## src/rtl/servo_pkg.sv

```systemverilog
// Shared types, button encodings and default 50 MHz timing for the servo_driver slice.
package servo_pkg;

    typedef logic [7:0] pos_t;

    localparam logic [1:0] BTN_IDLE = 2'b00;
    localparam logic [1:0] BTN_ADD  = 2'b01;
    localparam logic [1:0] BTN_SUB  = 2'b10;

    localparam int unsigned STEP_DIV_DEF   = 500000;
    localparam int unsigned PWM_PERIOD_DEF = 1000000;
    localparam int unsigned MIN_PULSE_DEF  = 50000;
    localparam int unsigned PULSE_STEP_DEF = 196;

    localparam pos_t POS_INIT_DEF = 8'd128;
    localparam pos_t POS_MIN_DEF  = 8'd0;
    localparam pos_t POS_MAX_DEF  = 8'd255;

endpackage

```

## src/rtl/servo_channel.sv

```systemverilog
// One servo: saturating position integrator, frame-start width latch and PWM comparator.
// Defining SERVO_SOFT_LIMIT_EN clamps steps to POS_MIN..POS_MAX instead of 0..255.
module servo_channel
    import servo_pkg::*;
#(
    parameter int unsigned MIN_PULSE  = MIN_PULSE_DEF,
    parameter int unsigned PULSE_STEP = PULSE_STEP_DEF,
    parameter pos_t        POS_INIT   = POS_INIT_DEF,
    parameter pos_t        POS_MIN    = POS_MIN_DEF,
    parameter pos_t        POS_MAX    = POS_MAX_DEF
) (
    input  logic        clk,
    input  logic        rst_n,
    input  logic        i_tick,
    input  logic        i_frameStart,
    input  logic [31:0] i_pwmCnt,
    input  logic [1:0]  i_btn,
    output pos_t        o_pos,
    output logic        o_pwm
);

`ifdef SERVO_SOFT_LIMIT_EN
    localparam pos_t LIM_LO = POS_MIN;
    localparam pos_t LIM_HI = POS_MAX;
`else
    localparam pos_t LIM_LO = 8'd0;
    localparam pos_t LIM_HI = 8'd255;
    logic w_unusedLimits;
    assign w_unusedLimits = ^{POS_MIN, POS_MAX};
`endif

    localparam logic [31:0] WIDTH_INIT = MIN_PULSE + 32'(POS_INIT) * PULSE_STEP;

    pos_t        r_pos;
    pos_t        w_posNext;
    logic [31:0] r_width;
    logic [31:0] w_widthNew;
    logic [31:0] w_widthEff;
    logic        r_pwm;

    always_comb begin
        w_posNext = r_pos;
        if (i_tick) begin
`ifdef SERVO_SOFT_LIMIT_EN
            // Out-of-range positions (POS_INIT included) drift back toward the window.
            if (r_pos < LIM_LO)
                w_posNext = r_pos + 8'd1;
            else if (r_pos > LIM_HI)
                w_posNext = r_pos - 8'd1;
            else
`endif
            if (i_btn == BTN_ADD && r_pos < LIM_HI)
                w_posNext = r_pos + 8'd1;
            else if (i_btn == BTN_SUB && r_pos > LIM_LO)
                w_posNext = r_pos - 8'd1;
        end
    end

    always_ff @(posedge clk or negedge rst_n) begin
        if (!rst_n)
            r_pos <= POS_INIT;
        else
            r_pos <= w_posNext;
    end

    // The frame-start edge compares against the freshly computed width so the pulse starts there.
    assign w_widthNew = MIN_PULSE + 32'(r_pos) * PULSE_STEP;
    assign w_widthEff = i_frameStart ? w_widthNew : r_width;

    always_ff @(posedge clk or negedge rst_n) begin
        if (!rst_n) begin
            r_width <= WIDTH_INIT;
            r_pwm   <= 1'b0;
        end else begin
            if (i_frameStart)
                r_width <= w_widthNew;
            r_pwm <= (i_pwmCnt < w_widthEff);
        end
    end

    assign o_pos = r_pos;
    assign o_pwm = r_pwm;

endmodule

```

## src/rtl/servo_driver.sv

```systemverilog
// Five-channel servo driver: shared step/frame counters feeding five servo_channel instances.
// Optional SERVO_SOFT_LIMIT_EN restricts positions to POS_MIN..POS_MAX.
module servo_driver
    import servo_pkg::*;
#(
    parameter int unsigned STEP_DIV   = STEP_DIV_DEF,
    parameter int unsigned PWM_PERIOD = PWM_PERIOD_DEF,
    parameter int unsigned MIN_PULSE  = MIN_PULSE_DEF,
    parameter int unsigned PULSE_STEP = PULSE_STEP_DEF,
    parameter pos_t        POS_INIT   = POS_INIT_DEF,
    parameter pos_t        POS_MIN    = POS_MIN_DEF,
    parameter pos_t        POS_MAX    = POS_MAX_DEF
) (
    input  logic       clk,
    input  logic       rst_n,
    input  logic [1:0] btn1,
    input  logic [1:0] btn2,
    input  logic [1:0] btn3,
    input  logic [1:0] btn4,
    input  logic [1:0] btn5,
    output pos_t       pos1,
    output pos_t       pos2,
    output pos_t       pos3,
    output pos_t       pos4,
    output pos_t       pos5,
    output logic [4:0] pwm
);

    localparam int STEP_W = (STEP_DIV > 1) ? $clog2(STEP_DIV) : 1;
    localparam int PWM_W  = (PWM_PERIOD > 1) ? $clog2(PWM_PERIOD) : 1;

    logic [STEP_W-1:0] r_stepCnt;
    logic [PWM_W-1:0]  r_pwmCnt;
    logic              w_tick;
    logic              w_frameStart;
    logic              w_pwmWrap;
    logic [31:0]       w_pwmCnt32;
    logic [1:0]        w_btn [5];
    pos_t              w_pos [5];

    assign w_tick       = (r_stepCnt == STEP_W'(STEP_DIV - 1));
    assign w_pwmWrap    = (r_pwmCnt == PWM_W'(PWM_PERIOD - 1));
    assign w_frameStart = (r_pwmCnt == '0);
    assign w_pwmCnt32   = 32'(r_pwmCnt);

    always_ff @(posedge clk or negedge rst_n) begin
        if (!rst_n) begin
            r_stepCnt <= '0;
            r_pwmCnt  <= '0;
        end else begin
            r_stepCnt <= w_tick    ? '0 : r_stepCnt + STEP_W'(1);
            r_pwmCnt  <= w_pwmWrap ? '0 : r_pwmCnt + PWM_W'(1);
        end
    end

    assign w_btn = '{btn1, btn2, btn3, btn4, btn5};

    for (genvar gi = 0; gi < 5; gi++) begin : g_chan
        servo_channel #(
            .MIN_PULSE  (MIN_PULSE),
            .PULSE_STEP (PULSE_STEP),
            .POS_INIT   (POS_INIT),
            .POS_MIN    (POS_MIN),
            .POS_MAX    (POS_MAX)
        ) u_chan (
            .clk          (clk),
            .rst_n        (rst_n),
            .i_tick       (w_tick),
            .i_frameStart (w_frameStart),
            .i_pwmCnt     (w_pwmCnt32),
            .i_btn        (w_btn[gi]),
            .o_pos        (w_pos[gi]),
            .o_pwm        (pwm[gi])
        );
    end

    assign pos1 = w_pos[0];
    assign pos2 = w_pos[1];
    assign pos3 = w_pos[2];
    assign pos4 = w_pos[3];
    assign pos5 = w_pos[4];

endmodule

```

## config.mk

```make
export PLATFORM = sky130hd
export DESIGN_NAME = servo_driver
export DESIGN_NICKNAME = d
export VERILOG_FILES = /design/src/rtl/servo_pkg.sv /design/src/rtl/servo_channel.sv /design/src/rtl/servo_driver.sv
export SDC_FILE = /design/constraint.sdc
export NUM_CORES = 1
export LEC_CHECK = 0
export CAP_MARGIN = 20
export CORE_MARGIN = 1
export CORE_UTILIZATION = 40
export DETAILED_ROUTE_END_ITERATION = 16
export GPL_TIMING_DRIVEN = 0
export RECOVER_POWER = 100
export SLEW_MARGIN = 30
export SYNTH_ARGS = -nofsm -noshare
export SYNTH_HDL_FRONTEND = slang
export SYNTH_SLANG_ARGS = --single-unit
```

## constraint.sdc

```tcl
create_clock -name clk -period 4.5 [get_ports clk]
set_input_delay 0.9 -clock clk [delete_from_list [all_inputs] [get_ports clk]]
set_output_delay 0.9 -clock clk [all_outputs]
set_load 0.005 [all_outputs]
```

* Word-level counts from Yosys, hierarchy flattened
Index checks and enable logic that the tools add are counted.
Storage, ports and cells: output and inout port bits 45, register bits after elaboration 244, bits of input ports 12
Cells by class: add/subtract/negate cells 17, reduce and logical (&&, ||, !) cells 21, mux-type cells 17, multiply operators 5, $lt $le $gt $ge 15, eq/ne operators 12
Operators by type and width (number):
- less-than comparator 20 x 32 -> 1 bit | 5
- 2-to-1 mux 32 bit | 5
- adder 16 x 16 -> 17 bit, first input constant | 5
- 2-to-1 mux 8 bit | 10
- multiplier 8 x 6 -> 14 bit, second input constant | 5
- adder 8 x 1 -> 8 bit, second input constant | 5
- > comparator 8 x 1 -> 1 bit, second input constant | 5
- less-than comparator 8 bit, second input constant | 5
- subtractor 8 x 1 -> 8 bit, second input constant | 5
- adder 20 x 1 -> 20 bit, second input constant | 1
- == test 20 bit, second input constant | 1
- logical NOT 20 bit | 1
- 2-to-1 mux 20 bit | 1
- adder 19 x 1 -> 19 bit, second input constant | 1
- == test 19 bit, second input constant | 1
- 2-to-1 mux 19 bit | 1
- == test 2 x 1 -> 1 bit, second input constant | 5
- == test 2 bit, second input constant | 5
- logical AND 1 bit | 10
- AND reduction 2 bit | 5
- nonzero test 2 bit | 5

* Longest topological paths before layout
depth in word-level cells 4, gate-level depth with buffers 20

* Modules after synthesis
A second synthesis with hierarchy kept.
Second synthesis, totals: cells, all modules 1888, area total of the unflattened synthesis 18778.0 um^2
Modules (own cells, without submodules):
- servo_channel at g_chan[3].u_chan ... | cells each 335, times used 2, area each 3338.2 um^2
- servo_channel at g_chan[1].u_chan | cells each 345, times used 1, area each 3423.3 um^2
- servo_channel at g_chan[2].u_chan | cells each 347, times used 1, area each 3403.3 um^2
- servo_channel at g_chan[0].u_chan | cells each 332, times used 1, area each 3329.4 um^2
- servo_driver | cells each 194, times used 1, area each 1945.6 um^2

* Least setup slack after synthesis
Ideal clock, no wire load.
path kind reg2reg, start register g_chan[2].u_chan.r_pos[2], end register g_chan[2].u_chan.r_pwm, arrival time 4279 ps, required time 4358 ps, period minus slack after synthesis 4421 ps, path buffers 0, slack 79 ps, setup time 142 ps, stages on the path, launching flop included 19, path through dfrtp_1 inv_1 ha_1 fa_1 ha_1 inv_1 fa_1 nand2b_1 a21oi_1 a2111oi_0 a311o_1 a21oi_1 xnor2_1 o21a_1 ha_1 nand4_1 a2111o_1 a31oi_1 o32ai_1
Between the ends: cells in the longest elaborated chain, start to end 4
RTL lines:
- start, declared | line servo_channel.sv:34 | pos_t r_pos;
- start signal, assigned | line servo_channel.sv:63 | r_pos <= w_posNext;
- multiplier 8 x 6 -> 14 bit | line servo_channel.sv:67 | assign w_widthNew = MIN_PULSE + 32'(r_pos) * PULSE_STEP;
- adder 16 x 16 -> 17 bit | line servo_channel.sv:67
- 2-to-1 mux 32 bit | line servo_channel.sv:68 | assign w_widthEff = i_frameStart ? w_widthNew : r_width;
- less-than comparator 20 x 32 -> 1 bit | line servo_channel.sv:77 | r_pwm <= (i_pwmCnt < w_widthEff);
- end signal, assigned | line servo_channel.sv:77
- end, declared | line servo_channel.sv:39 | logic r_pwm;
No other way between the ends. A chain may end at the register's enable or synchronous reset.

* Worst setup path after layout
Ends and elaborated chain as after synthesis.

==> impl_metrics.yaml <==
clocking:
  clk_path_buf_depth: 3
  clock-root-buffer: "clkbuf_16"
  cts_tree: "done"
  cts.sinks: 244
  numCtsBuffers: 29
  ctsHtreeMaxLevel: 1
  clk_latency_ns: 0.57
  clkTransAtPathRegs_ns: 0.06
  cts_hold_buf: 0
logic_synthesis:
  synthSimpleGateAreaFrac_pct: 14.9
  yosysMostFrequentCell: "ha_1"
  synthCells: 1717
  yosysSeqAreaShare_pct: 36.3
  synthMuxAreaShare_pct: 0.827
  syn_area_um2: 16900
  synth_top_family_by_area: "adder cells"
  synthTopCellsByArea: "dfrtp_1 31%, ha_1 22%, dfstp_2 5.4%"
  synth_fa_ha_area_share_pct: 24.0
  synthFlopType: "dfrtp_1"
  yosys.area_share.xor_xnor_pct: 7.44
  netlist_top_cells_count: "293 x ha_1, 209 x dfrtp_1, 140 x inv_1"
  synth_edf_count: 0
  yosysTopAreaCell: "dfrtp_1"
  synth_warnings: 0
  synth_nets: 2042
  synth_compound_area_share_pct: 12.4
  synth_top_area_share_pct: 30.9
  async_reset_ff_share_pct: 100
  syn_avg_cell_area_um2: 9.87
  ys_ff_latch: 244
  synth_cell_types: 63
sta:
  rsz0062_at_grt: "true"
  skew_ns: 0.0243
  finalWorstSetupSlack_ns: -0.166
  hold_viol: 0
  fmaxAchievable_ghz: 0.214
  setup_viol: 3
  worstMarginPinSlew_ns: 3.42
  period_share_pct: 104
  holdWs_ns: 0.462
  setup-tns-final_ns: -0.275
  report.final.slew_viol_count: 68
  slew_headroom_pct: -128
  period_minus_slack_ns: 4.67
setup_path:
  startpoint_type: "register"
  r2r-end: "g_chan[2].u_chan.o_pwm"
  r2r_cells: 19
  r2r-start: "g_chan[2].u_chan.o_pos[2]"
  critPathLaunch: "g_chan[2].u_chan.o_pos[2]"
  required_ns: 4.87
  critPathKind: "register to register"
  worstPathArrival_ns: 5.04
  crit_top_cell: "ha_1"
  crit_end: "g_chan[2].u_chan.o_pwm"
  cpPeakStageDelay_ns: 0.45
  worstPathCellList: "ha_4 > fa_1 > ha_1 > ha_2 > inv_1 > fa_2 > nand2b_4 > a21oi_4 > xnor2_2 > nor4b_4 > buf_4 > a21oi_2 > xnor2_1 > o21a_1 > ha_1 > nand4_1 > a2111o_1 > a31oi_4 > o32ai_4"
  path_max_fanout: 4
  r2r_slack_ns: -0.17
  slowest_stage: "dfrtp_2"
  end_kind: "register"
drt:
  vias_per_cell: 5.32
  wl_per_cell_um: 17.3
  drt-initial-drc-count: 694
  ant_nets: 0
  drc: 0
  vias: 13000
  drt_wl_total_um: 42100
  firstDrtPassIters: 6
global_routing:
  grt_max_degree: 92
  grt-ovfl-total: 0
  grt_usage_pct: 19.5
  antenna_found_initial: 1
  first_global_vias: 12900
  grt_pass1_wl_um: 67800
floorplan:
  num_rows: 75
  io_pins: 57
  core-area_um2: 41900
  initial_core_util_pct: 40.5
  fp.dieW_um: 208
  die_h_um: 208
  die-area_um2: 43200
cells_and_area:
  fillers: 3865
  diodes: 0
  nNetsFinal: 2198
  drive_gt1_share_pct: 16.7
  area_growth_syn_to_layout_pct: 21.3
placed_design:
  post-place-ws_ns: -0.702
  dp_hpwl_um: 28700
  gp_congestion: 0.875
  portBuffers: 56
status:
  status: "finished, violations left"
  violations: "max-capacitance violations, max-slew violations, negative setup slack"
worst_hold_path:
  min_path_type: "register to register"
power_and_ir_drop:
  cellPowerDensity_nw_per_um2: 231
  ir_drop_v: 0.000264
  p_leak_nw: 9.83
flow_run:
  maxCapViolations: 1
==> kinds of logic (layout without fill, tap and decap cells) <==
logic type	after synthesis	after routing
simple gates	497	497
compound gates	327	327
fa+ha+maj	313	313
flops	244	244
buf+inv	179	357
xor+xnor	144	144
mux	13	13
==> metrics by stage <==
| step | utilization (%) | instance area (um2) | std cells | power (mW) |
|---|---|---|---|---|
| final | 49.1 | 20500 | 2434 | 4.75 |
| after global routing | 49.1 | 20500 | 2434 | 4.92 |
| after CTS | 47.7 | 20000 | 2403 | 4.81 |
| after detailed placement | 43.6 | 18200 | 2314 | 2.39 |
| after global placement | 43.4 | 18200 | 2312 | 2.38 |
| after floorplan | - | 16900 | 1717 | 2.31 |
==> power breakdown <==
group          switching (mW)  internal [mW]  total [mW]
Combinational          0.0939         0.0561       0.150
Sequential                  0           2.20        2.20
Clock                   0.975           1.43        2.40
==> state kept, by name (all words and copies together) (netlist names) <==
signal                 flops
g_chan.u_chan.r_width    160
r_pwmCnt                  20
g_chan.u_chan.o_pwm        5
g_chan.u_chan.o_pos       40
r_stepCnt                 19
==> per-layer routing <==
| layer | wire (um) | up-vias | part of all wire, % | track usage, % |
|---|---|---|---|---|
| met5 | 0 | - | 0 | 0 |
| met3 | 1420 | 83 | 3.4 | 2.28 |
| met1 | 19500 | 6369 | 46 | 26.5 |
| met2 | 19900 | 202 | 47 | 32.4 |
| li1 | - | 6304 | - | - |
| met4 | 1210 | 0 | 2.9 | 5.90 |
==> critical path, delay by kind of cell (launching register included) <==
| kind | cells | cell delay [ns] |
|---|---|---|
| AOI/OAI and AO/OA | 6 | 1.14 |
| xor gates and xnor gates | 2 | 0.26 |
| adders and majority gates | 6 | 1.85 |
| buffers and inverters | 2 | 0.21 |
| DFF | 1 | 0.45 |
| and+or+nand+nor | 3 | 0.57 |
==> cell usage in the layout, fill, tap and decap left out, types with 7 or more instances in the layout <==
cell / n
ha_2: 17
or3_1: 9
dfrtp_1: 188
o21ai_0: 86
nand3b_1: 15
a21o_1: 64
clkbuf_16: 29
nand4_1: 33
nor2_1: 100
a21oi_1: 73
dfrtp_2: 21
o21a_1: 20
inv_2: 12
buf_4: 67
xor2_1: 48
xnor2_1: 82
nor4_1: 21
nand2_1: 134
dlygate4sd3_1: 17
clkdlybuf4s50_1: 38
xnor2_2: 10
dfstp_2: 31
nand3_1: 37
and2_1: 28
nor3_1: 11
inv_1: 128
clkbuf_1: 30
and2_0: 43
a21oi_2: 10
ha_1: 253
nor2b_1: 18
clkbuf_8: 8
mux2i_1: 7
fa_1: 15
buf_2: 7
ha_4: 23
and3_1: 11
==> final cells by class <==
class                           count  area (um2)  area share [%]
Tap cell                          539         674            3.28
Sequential cell                   244        6180            30.1
Timing Repair Buffer              125        1100            5.37
Inverter                          140         526            2.56
Clock inverter                     14         144           0.700
Multi-Input combinational cell   1294       10900            53.0
Clock buffer                       39         843            4.10
Buffer                             39         181           0.883
==> what timing repair did <==
| item | in CTS | in global routing |
|---|---|---|
| resized for setup | 100 | 97 |
| pin swaps | 41 | 44 |
| setup endpoints to repair | 5 | 5 |
| setup buffers | 36 | 31 |
==> worst min path at each step <==
stage / start / to / slack [ns] / depth (start not counted)
floorplan: g_chan[1].u_chan.r_width[17] / g_chan[1].u_chan.r_width[17] / 0.43 / 2
global placement: g_chan[0].u_chan.r_width[19] / g_chan[0].u_chan.r_width[19] / 0.44 / 2
detailed placement: g_chan[4].u_chan.r_width[18] / g_chan[4].u_chan.r_width[18] / 0.45 / 2
CTS: rst_n / g_chan[0].u_chan.o_pos[6] / 0.30 / 1
global route: g_chan[4].u_chan.r_width[18] / g_chan[4].u_chan.r_width[18] / 0.48 / 2
finish: g_chan[3].u_chan.r_width[5] / g_chan[3].u_chan.r_width[5] / 0.46 / 2
(Power assumes the default switching activity.)
